**config.mk**
```make
export PLATFORM = sky130hd
export DESIGN_NAME = mem_arbiter_flat
export DESIGN_NICKNAME = d
export VERILOG_FILES = /design/src/rtl/mem_arbiter_pkg.sv /design/src/rtl/mem_arbiter_if.sv /design/src/rtl/mem_arbiter.sv /design/src/flat_wrapper.sv
export SDC_FILE = /design/constraint.sdc
export NUM_CORES = 1
export LEC_CHECK = 0
export CAP_MARGIN = 20
export CORE_MARGIN = 2
export CORE_UTILIZATION = 43
export CTS_CLUSTER_SIZE = 30
export DETAILED_ROUTE_END_ITERATION = 16
export HOLD_SLACK_MARGIN = 0.08
export PLACE_DENSITY_LB_ADDON = 0.08
export SYNTH_ARGS = -nofsm -noshare
export SYNTH_HDL_FRONTEND = slang
export SYNTH_SLANG_ARGS = --single-unit
```
**constraint.sdc**
```tcl
create_clock -name clock -period 1.8 [get_ports clock]
set_clock_uncertainty 0.05 [all_clocks]
set_input_delay 0.18 -clock clock [delete_from_list [all_inputs] [get_ports clock]]
set_output_delay 0.18 -clock clock [all_outputs]
set_load 0.01 [all_outputs]
```
**src/rtl/mem_arbiter_pkg.sv**
```systemverilog
// Shared types for the instruction/data memory arbiter.
package mem_arb_pkg;

   typedef enum logic [1:0] {
      IDLE   = 2'd0,
      ACCESS = 2'd1,
      RESP   = 2'd2
   } state_e;

   typedef enum logic {
      OWN_F = 1'b0,
      OWN_D = 1'b1
   } owner_e;

endpackage

```
**src/rtl/mem_arbiter_if.sv**
```systemverilog
// Fetch, data and memory-macro signals of the arbiter, bundled for port use.
interface mem_arbiter_if #(
   parameter int ADDR_W = 8,
   parameter int DATA_W = 8
);
   logic              f_req;
   logic [ADDR_W-1:0] f_addr;
   logic              f_ack;
   logic [DATA_W-1:0] f_rdata;
   logic              d_req;
   logic              d_we;
   logic [ADDR_W-1:0] d_addr;
   logic [DATA_W-1:0] d_wdata;
   logic              d_ack;
   logic [DATA_W-1:0] d_rdata;
   logic              flush;
   logic [ADDR_W-1:0] mem_addr;
   logic [DATA_W-1:0] mem_wdata;
   logic              mem_we;
   logic [DATA_W-1:0] mem_rdata;
   logic              busy;

   modport slave (
      input  f_req, f_addr, d_req, d_we, d_addr, d_wdata, flush, mem_rdata,
      output f_ack, f_rdata, d_ack, d_rdata, mem_addr, mem_wdata, mem_we, busy
   );

   modport master (
      output f_req, f_addr, d_req, d_we, d_addr, d_wdata, flush, mem_rdata,
      input  f_ack, f_rdata, d_ack, d_rdata, mem_addr, mem_wdata, mem_we, busy
   );
endinterface

```
**src/rtl/mem_arbiter.sv**
```systemverilog
// Single-port memory arbiter: data has priority, fetch gets a turn after FAIR_MAX
// consecutive data grants; a flush cancels the response of an in-flight fetch.
module mem_arbiter
   import mem_arb_pkg::*;
#(
   parameter int ADDR_W   = 8,
   parameter int DATA_W   = 8,
   parameter int LATENCY  = 1,
   parameter int FAIR_MAX = 3
) (
   input  logic         clock,
   input  logic         reset,
   mem_arbiter_if.slave bus
);

   state_e            state_q;
   owner_e            owner_q;
   logic [ADDR_W-1:0] addr_q;
   logic [DATA_W-1:0] wdata_q;
   logic              we_q;
   logic              mem_we_q;
   logic [2:0]        lat_q;
   logic [3:0]        fair_q;
   logic              cancel_q;
   logic              busy_q;
   logic              f_ack_q;
   logic              d_ack_q;
   logic [DATA_W-1:0] f_rdata_q;
   logic [DATA_W-1:0] d_rdata_q;

   logic              fair_full_s;
   logic              grant_f_s;
   logic              grant_d_s;

   // Grant selection; a fetch sampled alongside flush is never eligible.
   always_comb begin
      fair_full_s = (fair_q == 4'(FAIR_MAX));
      grant_f_s   = bus.f_req & ~bus.flush & (~bus.d_req | fair_full_s);
      grant_d_s   = bus.d_req & ~grant_f_s;
   end

   // Transaction FSM with all outputs registered.
   always_ff @(posedge clock) begin
      if (reset) begin
         state_q   <= IDLE;
         owner_q   <= OWN_F;
         addr_q    <= '0;
         wdata_q   <= '0;
         we_q      <= 1'b0;
         mem_we_q  <= 1'b0;
         lat_q     <= 3'd0;
         fair_q    <= 4'd0;
         cancel_q  <= 1'b0;
         busy_q    <= 1'b0;
         f_ack_q   <= 1'b0;
         d_ack_q   <= 1'b0;
         f_rdata_q <= '0;
         d_rdata_q <= '0;
      end else begin
         f_ack_q  <= 1'b0;
         d_ack_q  <= 1'b0;
         mem_we_q <= 1'b0;
         case (state_q)
            IDLE: begin
               if (grant_f_s) begin
                  owner_q <= OWN_F;
                  addr_q  <= bus.f_addr;
                  we_q    <= 1'b0;
                  fair_q  <= 4'd0;
                  lat_q   <= 3'(LATENCY);
                  busy_q  <= 1'b1;
                  state_q <= ACCESS;
               end else if (grant_d_s) begin
                  owner_q  <= OWN_D;
                  addr_q   <= bus.d_addr;
                  wdata_q  <= bus.d_wdata;
                  we_q     <= bus.d_we;
                  mem_we_q <= bus.d_we;
                  // Count only data grants that made a waiting fetch wait longer.
                  if (bus.f_req) begin
                     fair_q <= fair_full_s ? fair_q : fair_q + 4'd1;
                  end else begin
                     fair_q <= 4'd0;
                  end
                  lat_q   <= 3'(LATENCY);
                  busy_q  <= 1'b1;
                  state_q <= ACCESS;
               end
            end
            ACCESS: begin
               if (bus.flush && owner_q == OWN_F) begin
                  cancel_q <= 1'b1;
               end
               if (lat_q == 3'd1) begin
                  state_q <= RESP;
                  if (owner_q == OWN_F) begin
                     // A flush in this very cycle must also kill the response.
                     if (!cancel_q && !bus.flush) begin
                        f_rdata_q <= bus.mem_rdata;
                        f_ack_q   <= 1'b1;
                     end
                  end else begin
                     d_ack_q <= 1'b1;
                     if (!we_q) begin
                        d_rdata_q <= bus.mem_rdata;
                     end
                  end
               end else begin
                  lat_q <= lat_q - 3'd1;
               end
            end
            RESP: begin
               cancel_q <= 1'b0;
               busy_q   <= 1'b0;
               state_q  <= IDLE;
            end
            default: begin
               cancel_q <= 1'b0;
               busy_q   <= 1'b0;
               state_q  <= IDLE;
            end
         endcase
      end
   end

   assign bus.f_ack     = f_ack_q;
   assign bus.f_rdata   = f_rdata_q;
   assign bus.d_ack     = d_ack_q;
   assign bus.d_rdata   = d_rdata_q;
   assign bus.mem_addr  = addr_q;
   assign bus.mem_wdata = wdata_q;
   assign bus.mem_we    = mem_we_q;
   assign bus.busy      = busy_q;

endmodule

```
**src/flat_wrapper.sv**
```systemverilog
// flat-port wrapper written by rule: the top's interface ports become plain ports
module mem_arbiter_flat import mem_arb_pkg::*;
#(
   parameter int ADDR_W   = 8,
   parameter int DATA_W   = 8,
   parameter int LATENCY  = 1,
   parameter int FAIR_MAX = 3
)
  (clock, reset, bus_f_req, bus_f_addr, bus_d_req, bus_d_we, bus_d_addr, bus_d_wdata, bus_flush, bus_mem_rdata, bus_f_ack, bus_f_rdata, bus_d_ack, bus_d_rdata, bus_mem_addr, bus_mem_wdata, bus_mem_we, bus_busy);
  mem_arbiter_if #(.ADDR_W(ADDR_W), .DATA_W(DATA_W)) bus_i ();
  input  logic clock;
  input  logic reset;
  input wire logic [$bits(bus_i.f_req)-1:0] bus_f_req;
  input wire logic [$bits(bus_i.f_addr)-1:0] bus_f_addr;
  input wire logic [$bits(bus_i.d_req)-1:0] bus_d_req;
  input wire logic [$bits(bus_i.d_we)-1:0] bus_d_we;
  input wire logic [$bits(bus_i.d_addr)-1:0] bus_d_addr;
  input wire logic [$bits(bus_i.d_wdata)-1:0] bus_d_wdata;
  input wire logic [$bits(bus_i.flush)-1:0] bus_flush;
  input wire logic [$bits(bus_i.mem_rdata)-1:0] bus_mem_rdata;
  output wire logic [$bits(bus_i.f_ack)-1:0] bus_f_ack;
  output wire logic [$bits(bus_i.f_rdata)-1:0] bus_f_rdata;
  output wire logic [$bits(bus_i.d_ack)-1:0] bus_d_ack;
  output wire logic [$bits(bus_i.d_rdata)-1:0] bus_d_rdata;
  output wire logic [$bits(bus_i.mem_addr)-1:0] bus_mem_addr;
  output wire logic [$bits(bus_i.mem_wdata)-1:0] bus_mem_wdata;
  output wire logic [$bits(bus_i.mem_we)-1:0] bus_mem_we;
  output wire logic [$bits(bus_i.busy)-1:0] bus_busy;
  assign bus_i.f_req = bus_f_req;
  assign bus_i.f_addr = bus_f_addr;
  assign bus_i.d_req = bus_d_req;
  assign bus_i.d_we = bus_d_we;
  assign bus_i.d_addr = bus_d_addr;
  assign bus_i.d_wdata = bus_d_wdata;
  assign bus_i.flush = bus_flush;
  assign bus_i.mem_rdata = bus_mem_rdata;
  assign bus_f_ack = bus_i.f_ack;
  assign bus_f_rdata = bus_i.f_rdata;
  assign bus_d_ack = bus_i.d_ack;
  assign bus_d_rdata = bus_i.d_rdata;
  assign bus_mem_addr = bus_i.mem_addr;
  assign bus_mem_wdata = bus_i.mem_wdata;
  assign bus_mem_we = bus_i.mem_we;
  assign bus_busy = bus_i.busy;
  mem_arbiter #(.ADDR_W(ADDR_W), .DATA_W(DATA_W), .LATENCY(LATENCY), .FAIR_MAX(FAIR_MAX)) u_core (.clock(clock), .reset(reset), .bus(bus_i));
endmodule
```
==> results_dict.tcl, run 1 <==
set metrics [dict create \
    status "finished clean" \
    crit_fanout 9 \
    rsz0062_at_grt "false" \
    period_needed_ns 1.71 \
    crit_type "reg -> reg" \
    layout_commonest_cell "clkdlybuf4s50_1" \
    crit_buf_inv 0 \
    postPlaceCellArea_sq_um 2770 \
    grt_first_pass_wirelength_um 7180 \
    cts_root_buf "clkbuf_8" \
    drtAntennaViolNets 0 \
    crit_slowest_cell "a2111o_2" \
    critical_path.cell_chain "ha_1 -> nor3b_4 -> a2111o_2 -> mux2i_1 -> nor2_1" \
    intPower_mw 1.94 \
    grt_max_degree 17 \
    syn-instance-count 195 \
    clock_sinks 48 \
    holdBufCountCts 0 \
    slew_violations 0 \
    rows 24 \
    tritoncts "done" \
    drt_wl_total_um 4240 \
    die_area_sq_um 5060 \
    startpoint_type "register" \
    yosys_most_used_dff "dfxtp_1" \
    start_util 0.445 \
    synthDistinctLibCells 37 \
    die_width_um 71.1 \
    period_share 0.947 \
    antenna-diode-count 0 \
    postSynth.asyncResetShare 0 \
    clockBufferDepth 2 \
    ios 74 \
    grt_overflow 0 \
    core_region_area_sq_um 4350 \
    synth_edf_count 0 \
    fmax_ghz 0.586 \
    synthToLayoutAreaGrowth_pct 50.2 \
    maxCapViolations 0 \
    cts.clk_slew.worst_paths_ns 0.09 \
    grtUsageTotal 0.177 \
    wl_per_cell_um 12.8 \
    tightest_slew_ns 0.581 \
    fillers 364 \
    place.gp.congestion 0.914 \
    slew_headroom 0.610 \
    cp_data_arrival_time_ns 1.85 \
    ys_seq_elements 48 \
    clkPwrFrac 0.356 \
    required_ns 1.94 \
    clk_latency_ns 0.30 \
    whs_ns 0.410 \
    dr.first_iter.drc_count 75 \
    crit_family "compound AO/OA/AOI/OAI gates" \
    cts_buffers 5 \
    tns_ns 0 \
    setup_viol 0 \
    post-place-ws_ns -0.0363 \
    nets 319 \
    crit_path_max_incr_delay_ns 0.57 \
    seqPwrFrac 0.462 \
    dpl.hpwl_um 3110 \
    synth_area_sq_um 1940 \
    layout-drive-gt1-share 0.0935 \
    finalHoldViolCount 0 \
    power.share.switching 0.233 \
    design_area_sq_um 2910 \
    ys_seq_area_frac 0.496 \
    yosys_warnings 0 \
    antenna_found_initial 0 \
    dr_total_vias 1651 \
    total_leakage_power_nw 1.28 \
    viasPerCell 5.00 \
    hp-class "reg -> reg" \
    p_per_area_nw_per_um2 870 \
    drc 0 \
    io_buffers 73 \
    layout_common_cells "73 x clkdlybuf4s50_1, 48 x dfxtp_1, 36 x nor2_1" \
    p_switching_uw 589 \
    pwr-share-comb 0.182 \
    grt_pass1_vias 1526 \
    cp-end-kind "register" \
    h-tree-depth 2 \
    synth_area_per_cell_sq_um 9.93 \
    ir_worst_vdd_mv 0.511 \
    die-height_um 71.1 \
    drtPass1Iterations 4 \
    syn_nets 236 \
    fin_ws_ns 0.0949 \
]
-- registers in the layout, indices dropped and copies added, names as in the netlist --
register              cells
u_core.bus.d_rdata        8
u_core.lat_q              3
u_core.bus.mem_wdata      8
u_core.bus.mem_addr       8
u_core.fair_q             4
u_core.bus.f_ack          1
u_core.bus.f_rdata        8
u_core.bus.mem_we         1
u_core.state_q            2
u_core.we_q               1
u_core.bus.busy           1
u_core.owner_q            1
u_core.cancel_q           1
u_core.bus.d_ack          1
-- synthesized netlist by cell type (all sizes together), types with 3 or more instances --
cell,n,area (sq um)
o21ai,4,20.0
nor2,36,135
nand3b,3,22.5
inv,4,15.0
nor2b,4,27.5
clkbuf,5,18.8
buf,5,38.8
nand2,5,21.3
a21oi,8,40.0
mux2i,32,320
a211oi,9,67.6
nor3,7,35.0
ha,3,37.5
dfxtp,48,961
-- cells by family (layout without fill, tap and decap cells) --
| group | count (synthesis) | in the layout | share of synthesized area |
|---|---|---|---|
| compound gates | 27 | 27 | 0.0924 |
| xor+xnor | 1 | 1 | 0.00452 |
| fa+ha+maj | 3 | 3 | 0.0194 |
| buf+inv | 14 | 97 | 0.0375 |
| flops | 48 | 48 | 0.496 |
| mux | 32 | 32 | 0.165 |
| simple gates | 70 | 70 | 0.185 |
-- cell type report --
class	count	area, sq um	share of cell area
clock buffer	5	68.8	0.0237
clock inverter	2	60.1	0.0206
inverter	4	15.0	0.00516
multi-input combinational	133	911	0.313
sequential	48	961	0.330
tap	52	65.1	0.0224
timing repair buffer	86	828	0.285
-- layer usage --
layer	wire, um	up-vias	part of all wire	global-route usage
met4	48	0	0.011	0.0503
met3	244	5	0.058	0.0613
met1	1960	762	0.46	0.227
met5	0	-	0	0
met2	1990	40	0.47	0.286
li1	-	844	-	-
-- final timing paths --
kind	cells after the start	start	endpoint	slack, ns
setup / recovery	5	u_core.fair_q[0]$_SDFFE_PP0P_	u_core.bus.mem_wdata[7]$_SDFFE_PP0P_	0.09
hold / removal	2	u_core.we_q$_SDFFE_PP0P_	u_core.we_q$_SDFFE_PP0P_	0.41
setup reg to reg	5	u_core.fair_q[0]$_SDFFE_PP0P_	u_core.bus.mem_wdata[7]$_SDFFE_PP0P_	0.09
hold reg to reg	2	u_core.we_q$_SDFFE_PP0P_	u_core.we_q$_SDFFE_PP0P_	0.41
-- through the flow --
step / total power [mW] / utilization / cells
2_1_floorplan: 1.42 / - / 195
3_3_place_gp: 1.65 / 0.635 / 322
3_5_place_dp: 1.66 / 0.635 / 322
4_1_cts: 2.55 / 0.665 / 329
5_1_grt: 2.64 / 0.668 / 330
6_report: 2.53 / 0.668 / 330
-- repair_timing --
item,4_1_cts,5_1_grt
pin swaps,0,1
buffers inserted,0,1
setup endpoints to repair,8,13
gates resized for setup,1,1
-- tightest hold or removal path: cells and delay by family, from the launching register on --
family | cells | cell delay [ns]
AOI/OAI and AO/OA | 1 | 0.05
DFF | 1 | 0.31
and+or+nand+nor | 1 | 0.05
-- power by group through the flow --
stage          logic (mW)  clock network, mW  registers, mW
4_1_cts             0.466              0.916           1.17
3_5_place_dp        0.461                  0           1.20
5_1_grt             0.507              0.955           1.18
6_report            0.461              0.900           1.17
3_3_place_gp        0.457                  0           1.20
2_1_floorplan       0.208                  0           1.21
No activity file was read; power rests on OpenSTA's default activity.
==> run 2: changes to the inputs <==
Settings changed: CORE_UTILIZATION 43 to 40.
==> results_dict.tcl, run 2 (same netlist as run 1, synthesis figures left out) <==
set metrics [dict create \
    grt_overflow 0 \
    grt_max_degree 37 \
    maxCapViolations 0 \
    start_util 0.413 \
    antenna-diode-count 0 \
    r2r_cells 5 \
    period_share 0.942 \
    hp-class "in -> reg" \
    core_region_area_sq_um 4690 \
    place.gp.congestion 0.855 \
    required_ns 1.93 \
    cts_root_buf "clkbuf_8" \
    tritoncts "done" \
    dr.first_iter.drc_count 56 \
    drtAntennaViolNets 0 \
    setup_viol 0 \
    fillers 408 \
    tightest_slew_ns 0.554 \
    wl_per_cell_um 13.4 \
    drtPass1Iterations 4 \
    ios 74 \
    dr_total_vias 1652 \
    die_area_sq_um 5410 \
    status "finished clean" \
    final_util 0.621 \
    h-tree-depth 2 \
    finalHoldViolCount 0 \
    post-cts-setup-buffers 0 \
    crit_type "reg -> reg" \
    fin_ws_ns 0.105 \
    hold_depth 3 \
    rows 25 \
    startpoint_type "register" \
    io_buffers 73 \
    rsz0062_at_grt "false" \
    cts_buffers 5 \
    fmax_ghz 0.590 \
    clockBufferDepth 2 \
    period_needed_ns 1.70 \
    slew_violations 0 \
    total_leakage_power_nw 1.27 \
    cp_data_arrival_time_ns 1.82 \
    grt_pass1_vias 1551 \
    layout-drive-gt1-share 0.0939 \
    post-place-ws_ns -0.0649 \
    nets 317 \
    synthToLayoutAreaGrowth_pct 50.5 \
    antenna_found_initial 0 \
    holdBufCountCts 0 \
    die_width_um 73.6 \
    layout_commonest_cell "clkdlybuf4s50_1" \
    drc 0 \
    grtUsageTotal 0.165 \
    grt_first_pass_wirelength_um 7040 \
    layout_common_cells "73 x clkdlybuf4s50_1, 47 x dfxtp_1, 36 x nor2_1" \
    crit_fanout 6 \
    ir_worst_vdd_mv 0.519 \
    slew_headroom 0.628 \
    dpl.hpwl_um 3150 \
    cts.clk_slew.worst_paths_ns 0.09 \
    die-height_um 73.6 \
    p_per_area_nw_per_um2 826 \
    drt_wl_total_um 4440 \
    clock_sinks 48 \
    tns_ns 0 \
    cp-end-kind "register" \
    viasPerCell 4.99 \
    clk_latency_ns 0.29 \
]
## run 2: area by class of cell
| cell class | instances | area, sq um | area share |
|---|---|---|---|
| clock buffers | 5 | 68.8 | 0.0236 |
| clock inverters | 3 | 42.5 | 0.0146 |
| inverters | 4 | 15.0 | 0.00515 |
| multi-input cells | 134 | 925 | 0.317 |
| flip-flops and latches | 48 | 962 | 0.330 |
| well taps | 54 | 67.6 | 0.0232 |
| repair buffers | 83 | 835 | 0.286 |
## run 2: power by group
group / internal, mW / leakage (nW) / total (mW) / switching (mW)
sequential: 1.13 / 0.393 / 1.17 / 0.0452
clock: 0.411 / 0.0541 / 0.757 / 0.346
combinational: 0.278 / 0.824 / 0.477 / 0.199
## run 2: critical path: stages, from the launching register on
cell and delay, ns:
dfxtp_2 0.34, ha_2 0.20, nor3b_4 0.17, a2111o_2 0.58, mux2i_1 0.19, nor2_1 0.05
## run 2: repair_timing
action,in CTS,in global routing
setup endpoints to repair,8,10
cloned,0,1
gates resized for setup,1,4
pin swaps,1,2
## run 2: path summary, 6_finish.rpt
check / slack, ns / from / endpoint
worst max register to register: 0.10 / u_core.fair_q[0]$_SDFFE_PP0P_ / u_core.bus.mem_wdata[7]$_SDFFE_PP0P_
worst max-delay path: 0.10 / u_core.fair_q[0]$_SDFFE_PP0P_ / u_core.bus.mem_wdata[7]$_SDFFE_PP0P_
worst min-delay path: 0.39 / bus_d_we / u_core.bus.mem_we$_SDFF_PP0_
worst min register to register: 0.41 / u_core.we_q$_SDFFE_PP0P_ / u_core.we_q$_SDFFE_PP0P_
## run 2: through the flow
stage | hold WS, ns | cell area, sq um | total power, mW | cells
after global routing | 0.416 | 2920 | 2.52 | 331
final | 0.394 | 2920 | 2.41 | 331
after CTS | 0.392 | 2890 | 2.42 | 330
after global placement | 0.391 | 2780 | 1.67 | 322
after detailed placement | 0.397 | 2780 | 1.67 | 322
after floorplan | 0.216 | 1940 | 1.42 | 195
## run 2: routing by layer
layer | wire length [um] | up-vias | GRT usage
met4 | 25 | 0 | 0.0505
li1 | - | 844 | -
met2 | 2080 | 45 | 0.267
met5 | 0 | - | 0
met3 | 223 | 2 | 0.0521
met1 | 2110 | 761 | 0.210
